## src/rtl/ifetch_unit_pkg.sv

```systemverilog
// Shared types and constants for the instruction-fetch front end.
package ifetch_unit_pkg;

  localparam int XLEN = 32;

  typedef enum logic [1:0] {
    ST_IDLE = 2'd0,
    ST_REQ  = 2'd1,
    ST_WAIT = 2'd2,
    ST_HOLD = 2'd3
  } fetch_state_e;

  localparam logic [XLEN-1:0] NOP_WORD = 32'h0000_0013;

  function automatic logic [XLEN-1:0] pc_align(input logic [XLEN-1:0] addr);
    return {addr[XLEN-1:2], 2'b00};
  endfunction

endpackage

```

## src/rtl/ifetch_unit_if.sv

```systemverilog
// Instruction-memory request/response bus between the fetch unit and imem.
interface ifetch_unit_if;
  import ifetch_unit_pkg::*;

  logic            imem_req;
  logic [XLEN-1:0] imem_addr;
  logic            imem_rvalid;
  logic [XLEN-1:0] imem_rdata;

  modport master (output imem_req, output imem_addr, input imem_rvalid, input imem_rdata);
  modport slave  (input imem_req, input imem_addr, output imem_rvalid, output imem_rdata);

endinterface

```

## src/rtl/ifetch_timeout_ctr.sv

```systemverilog
// Loadable down-counter; expire pulses on the last permitted WAIT cycle.
module ifetch_timeout_ctr #(
  parameter int unsigned MAX_WAIT = 15
) (
  input  logic clk,
  input  logic rstn,
  input  logic load,
  input  logic en,
  output logic expire
);

  logic [7:0] count_r;

  // Count remaining WAIT cycles; reloaded on every issued request
  always_ff @(posedge clk or posedge rstn) begin
    if (rstn) begin
      count_r <= 8'd0;
    end else if (load) begin
      count_r <= 8'(MAX_WAIT - 1);
    end else if (en && (count_r != 8'd0)) begin
      count_r <= count_r - 8'd1;
    end else begin
      count_r <= count_r;
    end
  end

  assign expire = en && (count_r == 8'd0);

endmodule

```

## src/rtl/ifetch_unit.sv

```systemverilog
// Instruction-fetch front end: one imem request per instruction, holds the
// returned word for the control FSM and accepts branch/jump redirects.
module ifetch_unit
  import ifetch_unit_pkg::*;
#(
  parameter logic [XLEN-1:0] RESET_PC = 32'h0000_0000,
  parameter int unsigned     MAX_WAIT = 15,
  parameter logic [XLEN-1:0] NOP_WORD = ifetch_unit_pkg::NOP_WORD
) (
  input  logic            clk,
  input  logic            rstn,
  input  logic            advance,
  input  logic            redirect_valid,
  input  logic [XLEN-1:0] redirect_pc,
  ifetch_unit_if.master   imem,
  output logic [XLEN-1:0] instr,
  output logic            instr_valid,
  output logic [XLEN-1:0] pc,
  output logic            stall,
  output logic            fetch_err,
  output logic [XLEN-1:0] fetch_count
);

  fetch_state_e    state_r;
  logic [XLEN-1:0] pc_r;
  logic [XLEN-1:0] instr_r;
  logic            instr_valid_r;
  logic            fetch_err_r;
  logic [XLEN-1:0] fetch_count_r;
  logic            imem_req_r;
  logic [XLEN-1:0] imem_addr_r;
  logic            redir_pend_r;
  logic [XLEN-1:0] redir_pc_r;

  logic            expire_s;
  logic [XLEN-1:0] redir_now_s;
  logic            pend_now_s;
  logic [XLEN-1:0] pend_tgt_s;

  // A redirect arriving in the same cycle as the response is the newest target
  assign redir_now_s = pc_align(redirect_pc);
  assign pend_now_s  = redir_pend_r | redirect_valid;
  assign pend_tgt_s  = redirect_valid ? redir_now_s : redir_pc_r;

  ifetch_timeout_ctr #(.MAX_WAIT(MAX_WAIT)) u_timeout (
    .clk    (clk),
    .rstn   (rstn),
    .load   (state_r == ST_REQ),
    .en     (state_r == ST_WAIT),
    .expire (expire_s)
  );

  // Fetch FSM with all outputs registered
  always_ff @(posedge clk or posedge rstn) begin
    if (rstn) begin
      state_r       <= ST_IDLE;
      pc_r          <= RESET_PC;
      instr_r       <= NOP_WORD;
      instr_valid_r <= 1'b0;
      fetch_err_r   <= 1'b0;
      fetch_count_r <= 32'd0;
      imem_req_r    <= 1'b0;
      imem_addr_r   <= 32'd0;
      redir_pend_r  <= 1'b0;
      redir_pc_r    <= 32'd0;
    end else begin
      case (state_r)
        ST_IDLE: begin
          state_r    <= ST_REQ;
          imem_req_r <= 1'b1;
          if (redirect_valid) begin
            pc_r        <= redir_now_s;
            imem_addr_r <= redir_now_s;
          end else begin
            imem_addr_r <= pc_r;
          end
        end
        ST_REQ: begin
          state_r    <= ST_WAIT;
          imem_req_r <= 1'b0;
          // The request is already issued, so its response must be dropped
          if (redirect_valid) begin
            pc_r         <= redir_now_s;
            redir_pend_r <= 1'b1;
            redir_pc_r   <= redir_now_s;
          end
        end
        ST_WAIT: begin
          if (imem.imem_rvalid || expire_s) begin
            if (!imem.imem_rvalid) begin
              fetch_err_r <= 1'b1;
            end
            if (pend_now_s) begin
              state_r      <= ST_REQ;
              pc_r         <= pend_tgt_s;
              imem_req_r   <= 1'b1;
              imem_addr_r  <= pend_tgt_s;
              redir_pend_r <= 1'b0;
            end else begin
              state_r       <= ST_HOLD;
              instr_r       <= imem.imem_rvalid ? imem.imem_rdata : NOP_WORD;
              instr_valid_r <= 1'b1;
              fetch_count_r <= fetch_count_r + 32'd1;
            end
          end else if (redirect_valid) begin
            redir_pend_r <= 1'b1;
            redir_pc_r   <= redir_now_s;
          end
        end
        ST_HOLD: begin
          if (redirect_valid) begin
            state_r       <= ST_REQ;
            pc_r          <= redir_now_s;
            imem_req_r    <= 1'b1;
            imem_addr_r   <= redir_now_s;
            instr_valid_r <= 1'b0;
          end else if (advance) begin
            state_r       <= ST_REQ;
            pc_r          <= pc_r + 32'd4;
            imem_req_r    <= 1'b1;
            imem_addr_r   <= pc_r + 32'd4;
            instr_valid_r <= 1'b0;
          end
        end
        default: begin
          state_r <= ST_IDLE;
        end
      endcase
    end
  end

  assign instr          = instr_r;
  assign instr_valid    = instr_valid_r;
  assign pc             = pc_r;
  assign stall          = (state_r != ST_HOLD);
  assign fetch_err      = fetch_err_r;
  assign fetch_count    = fetch_count_r;
  assign imem.imem_req  = imem_req_r;
  assign imem.imem_addr = imem_addr_r;

endmodule

```

## src/flat_wrapper.sv

```systemverilog
// flat-port wrapper written by rule: the top's interface ports become plain ports
module ifetch_unit_flat import ifetch_unit_pkg::*;
#(
  parameter logic [XLEN-1:0] RESET_PC = 32'h0000_0000,
  parameter int unsigned     MAX_WAIT = 15,
  parameter logic [XLEN-1:0] NOP_WORD = ifetch_unit_pkg::NOP_WORD
)
  (clk, rstn, advance, redirect_valid, redirect_pc, instr, instr_valid, pc, stall, fetch_err, fetch_count, imem_imem_req, imem_imem_addr, imem_imem_rvalid, imem_imem_rdata);
  ifetch_unit_if imem_i ();
  input  logic clk;
  input  logic rstn;
  input  logic advance;
  input  logic redirect_valid;
  input  logic [XLEN-1:0] redirect_pc;
  output logic [XLEN-1:0] instr;
  output logic instr_valid;
  output logic [XLEN-1:0] pc;
  output logic stall;
  output logic fetch_err;
  output logic [XLEN-1:0] fetch_count;
  output wire logic [$bits(imem_i.imem_req)-1:0] imem_imem_req;
  output wire logic [$bits(imem_i.imem_addr)-1:0] imem_imem_addr;
  input wire logic [$bits(imem_i.imem_rvalid)-1:0] imem_imem_rvalid;
  input wire logic [$bits(imem_i.imem_rdata)-1:0] imem_imem_rdata;
  assign imem_imem_req = imem_i.imem_req;
  assign imem_imem_addr = imem_i.imem_addr;
  assign imem_i.imem_rvalid = imem_imem_rvalid;
  assign imem_i.imem_rdata = imem_imem_rdata;
  ifetch_unit #(.RESET_PC(RESET_PC), .MAX_WAIT(MAX_WAIT), .NOP_WORD(NOP_WORD)) u_core (.clk(clk), .rstn(rstn), .advance(advance), .redirect_valid(redirect_valid), .redirect_pc(redirect_pc), .imem(imem_i), .instr(instr), .instr_valid(instr_valid), .pc(pc), .stall(stall), .fetch_err(fetch_err), .fetch_count(fetch_count));
endmodule
```

## config.mk

```make
export PLATFORM = sky130hd
export DESIGN_NAME = ifetch_unit_flat
export DESIGN_NICKNAME = d
export VERILOG_FILES = /design/src/rtl/ifetch_unit_pkg.sv /design/src/rtl/ifetch_unit_if.sv /design/src/rtl/ifetch_timeout_ctr.sv /design/src/rtl/ifetch_unit.sv /design/src/flat_wrapper.sv
export SDC_FILE = /design/constraint.sdc
export NUM_CORES = 1
export LEC_CHECK = 0
export BUFFER_PORTS_ARGS = -buffer_cell sky130_fd_sc_hd__buf_2
export CAP_MARGIN = 30
export CORE_ASPECT_RATIO = 0.9
export CORE_MARGIN = 2
export CORE_UTILIZATION = 58
export DETAILED_ROUTE_END_ITERATION = 10
export PLACE_DENSITY = 0.95
export SLEW_MARGIN = 20
export SYNTH_ARGS = -nofsm -noshare
export SYNTH_HDL_FRONTEND = slang
export SYNTH_SLANG_ARGS = --single-unit
```

## constraint.sdc

```tcl
create_clock -name clk -period 9.15 [get_ports clk]
set_clock_uncertainty 0.2 [all_clocks]
set_input_delay 0.915 -clock clk [delete_from_list [all_inputs] [get_ports clk]]
set_output_delay 0.915 -clock clk [all_outputs]
set_load 0.1 [all_outputs]
```

==> flow_metrics.env <==
export IMPL_run_status="finished clean"
export IMPL_cts_resized=0
export IMPL_timing_final_hold_violations=0
export IMPL_slew_viol_final=0
export IMPL_synth_simple_gate_area_share=0.1575
export IMPL_synth_top_family_by_area="simple AND/OR/NAND/NOR gates"
export IMPL_postCtsHoldBufs=0
export IMPL_totalNegativeSetupSlack_ps=0
export IMPL_timing_slew_headroom=0.4474
export IMPL_gp_routability_congestion=0.8904
export IMPL_dp_final_hpwl_um=14660
export IMPL_placement_io_buffers=198
export IMPL_pin_count_of_the_biggest_net_entering_global_routing=101
export IMPL_post_cts_setup_buffer_count=0
export IMPL_worst_skew_pair_late_latency_ps=430
export IMPL_clock_fmax_mhz=279.8
export IMPL_syn_instance_count=769
export IMPL_timing_final_setup_violations=0
export IMPL_route_detailed_vias_per_inst=6.152
export IMPL_synth_fa_ha_area_frac=0.01195
export IMPL_worst_path_max_delay_cell="clkinv_1"
export IMPL_clkTransAtPathRegs_ps=70
export IMPL_fp_coreArea_sq_um=14060
export IMPL_numPlacedInstances=1123
export IMPL_yosys_warnings=0
export IMPL_vias_in_the_first_global_route=6748
export IMPL_remaining_design_rule_violation_count=0
export IMPL_crit_type="input port to flop"
export IMPL_worstHoldPathType="input port to asynchronous set/reset pin"
export IMPL_share_of_the_synthesized_netlist_area_taken_by_xor_and_xnor_gates=0.04812
export IMPL_max_capacitance_violation_total=0
export IMPL_grt_setup_unrepaired="false"
export IMPL_synth_enable_flop_cells=0
export IMPL_final_instance_count_excl_fill=1158
export IMPL_synth_area_sq_um=8373
export IMPL_netlist_cell_type_count=67
export IMPL_crit_path_max_fo=35
export IMPL_post_route_cells_drive_above_1_share=0.3316
export IMPL_worst_slew_pin_slew_ps=825.8
export IMPL_number_of_cell_rows=41
export IMPL_finalWirelength_um=22360
export IMPL_tritoncts="yes"
export IMPL_timing_critical_path_from_type="input port"
export IMPL_critical_path_n_buffers_inverters=3
export IMPL_avgSynthCellArea_sq_um=10.89
export IMPL_clock_tree_root_cell="clkbuf_16"
export IMPL_area_occupied_by_multi_input_gates_sq_um=3719
export IMPL_grt_util_all_layers=0.2893
export IMPL_htreeDepth=4
export IMPL_area_growth_pct=20.44
export IMPL_timing_critical_path_cells="buf_2 -> clkinv_1 -> nor2_1 -> and2_1 -> buf_4 -> mux2_2"
export IMPL_synth_ff_type="dfrtp_1"
export IMPL_grt_antenna_before_repair=0
export IMPL_critPathCaptureType="flop"
export IMPL_async_set_reset_flop_share_out_of_synthesis=1.000
export IMPL_routedWlPerCell_um=19.31
export IMPL_floorplan_initialDensity=0.5957
export IMPL_synth_sequential_area_ratio=0.5205
export IMPL_critical_path_arrival_ps=3680
export IMPL_drtIter0Drc=850
export IMPL_die_area_sq_um=15410
export IMPL_max_clock_path_buffers=2
export IMPL_drtAntennaViolNets=0
export IMPL_cts_num_sinks=174
export IMPL_via_count=7124
export IMPL_critPathRequiredTime_ps=9260
export IMPL_layout_area_seq_sq_um=4358
export IMPL_num_nets_final=1031
export IMPL_dieHeight_um=118.0
export IMPL_place_ws_ps=4781
export IMPL_numCtsBuffers=17
export IMPL_floorplan_io_pins=201
export IMPL_post_route_worst_setup_slack_ps=5576
export IMPL_yosys_mux_area_fraction=0.09833
export IMPL_finalCoreUtilization=0.7175
export IMPL_grt_overflow_total=0
export IMPL_synth_ff_latch_count=174
export IMPL_drt_pre_antenna_iters=6
export IMPL_timing_final_crit_share=0.3906
export IMPL_fillers=1018
export IMPL_die_width_um=130.7
export IMPL_mappedNetlistNets=846
export IMPL_antenna_cells=0
export IMPL_grt_pass1_wl_um=34880
export IMPL_finalWorstPathRequiredPeriod_ps=3574
export IMPL_path_delay_family="buffers and inverters"
export IMPL_slowest_delay_ps=660
export IMPL_synth_compound_gate_area_share=0.1282
-- per-stage QoR --
step | area [sq um] | hold WS [ps]
finish | 10080 | 231.6
CTS | 9995 | 253.0
global route | 10080 | 239.9
detailed placement | 9449 | 239.8
floorplan | 8373 | 258.1
global placement | 9438 | 237.9
-- layout by cell type (no fill, tap or decap), drive strengths merged, types with 8 or more instances in the layout --
cell type | synthesis | final
nor3 | 9 | 9
nand2 | 99 | 99
a21oi | 23 | 23
o21ai | 32 | 32
ha | 8 | 8
a22o | 29 | 29
nor2 | 30 | 30
xor2 | 12 | 12
nand4 | 15 | 15
inv | 16 | 16
nor4 | 11 | 11
mux2i | 8 | 8
and3 | 17 | 17
xnor2 | 34 | 34
clkbuf | 26 | 23
buf | 20 | 211
mux2 | 66 | 66
and4 | 14 | 14
a211oi | 8 | 8
nand3 | 26 | 26
dfrtp | 171 | 171
a31oi | 11 | 11
-- path summary, 6_finish.rpt --
check	startpoint	endpoint	slack, ps	depth (start not counted)
setup / recovery	redirect_valid	u_core.redir_pc_r[16]	5580	6
hold / removal	rstn	u_core.instr[18]	230	2
setup reg to reg	u_core.state_r[0]	u_core.imem.imem_addr[4]	5940	7
min in group clk	u_core.fetch_err	u_core.fetch_err	250	1
max in group asynchronous	rstn	u_core.fetch_err	7180	5
hold reg to reg	u_core.fetch_err	u_core.fetch_err	250	1
-- area by class of cell --
type | instances | area share
flip-flops and latches | 174 | 0.4321
multi-input cells | 532 | 0.3687
repair buffers | 212 | 0.1143
clock buffers | 22 | 0.04801
well taps | 193 | 0.02395
inverters | 17 | 0.006824
clock inverters | 8 | 0.006079
-- metal layers --
metal  vias to the layer above  share of wire  track usage
met5                         -              0            0
met3                        70          0.091      0.06955
met2                       449           0.47       0.4408
li1                       3147              -            -
met1                      3458           0.41       0.4086
met4                         0          0.028      0.09774
-- cell usage after synthesis, types with 5 or more instances --
cell / n / share of area
buf_2: 8 / 0.0048
nor3_1: 7 / 0.0042
a211oi_1: 8 / 0.0072
dfrtp_1: 171 / 0.51
a22oi_1: 7 / 0.0063
nand4_1: 15 / 0.011
nand2_1: 99 / 0.044
ha_1: 8 / 0.012
nor4_1: 9 / 0.0067
o22ai_1: 7 / 0.0052
mux2i_1: 8 / 0.0096
buf_6: 6 / 0.0081
and3_1: 17 / 0.013
a21oi_1: 23 / 0.014
xnor2_1: 34 / 0.036
nor2_1: 29 / 0.013
inv_1: 16 / 0.0072
buf_1: 5 / 0.0022
and4_1: 14 / 0.015
nand3_1: 25 / 0.015
and2_1: 6 / 0.0045
a22o_1: 29 / 0.030
a31oi_1: 11 / 0.0082
clkbuf_1: 25 / 0.011
nor2b_1: 7 / 0.0052
xor2_1: 12 / 0.013
o21ai_0: 30 / 0.018
mux2_2: 63 / 0.085
-- logic make-up after synthesis --
logic type               after synthesis
AO/OA/AOI/OAI                        153
XOR/XNOR                              46
adder cells (fa/ha/maj)                8
buffers and inverters                 63
flip-flops                           174
multiplexers                          74
AND/OR/NAND/NOR                      251
-- registers in the layout, indices dropped and copies added, names as in the netlist --
| register | count |
|---|---|
| u_core.instr_valid | 1 |
| u_core.instr | 32 |
| u_core.fetch_count | 32 |
| u_core.pc | 32 |
| u_core.state_r | 2 |
| u_core.imem.imem_req | 1 |
| u_core.redir_pend_r | 1 |
| u_core.redir_pc_r | 32 |
| u_core.fetch_err | 1 |
| u_core.imem.imem_addr | 32 |
| u_core.u_timeout.count_r | 8 |
Power is not shown: default switching activity piles up to over one toggle a cycle in this logic, so the estimate is an artifact.
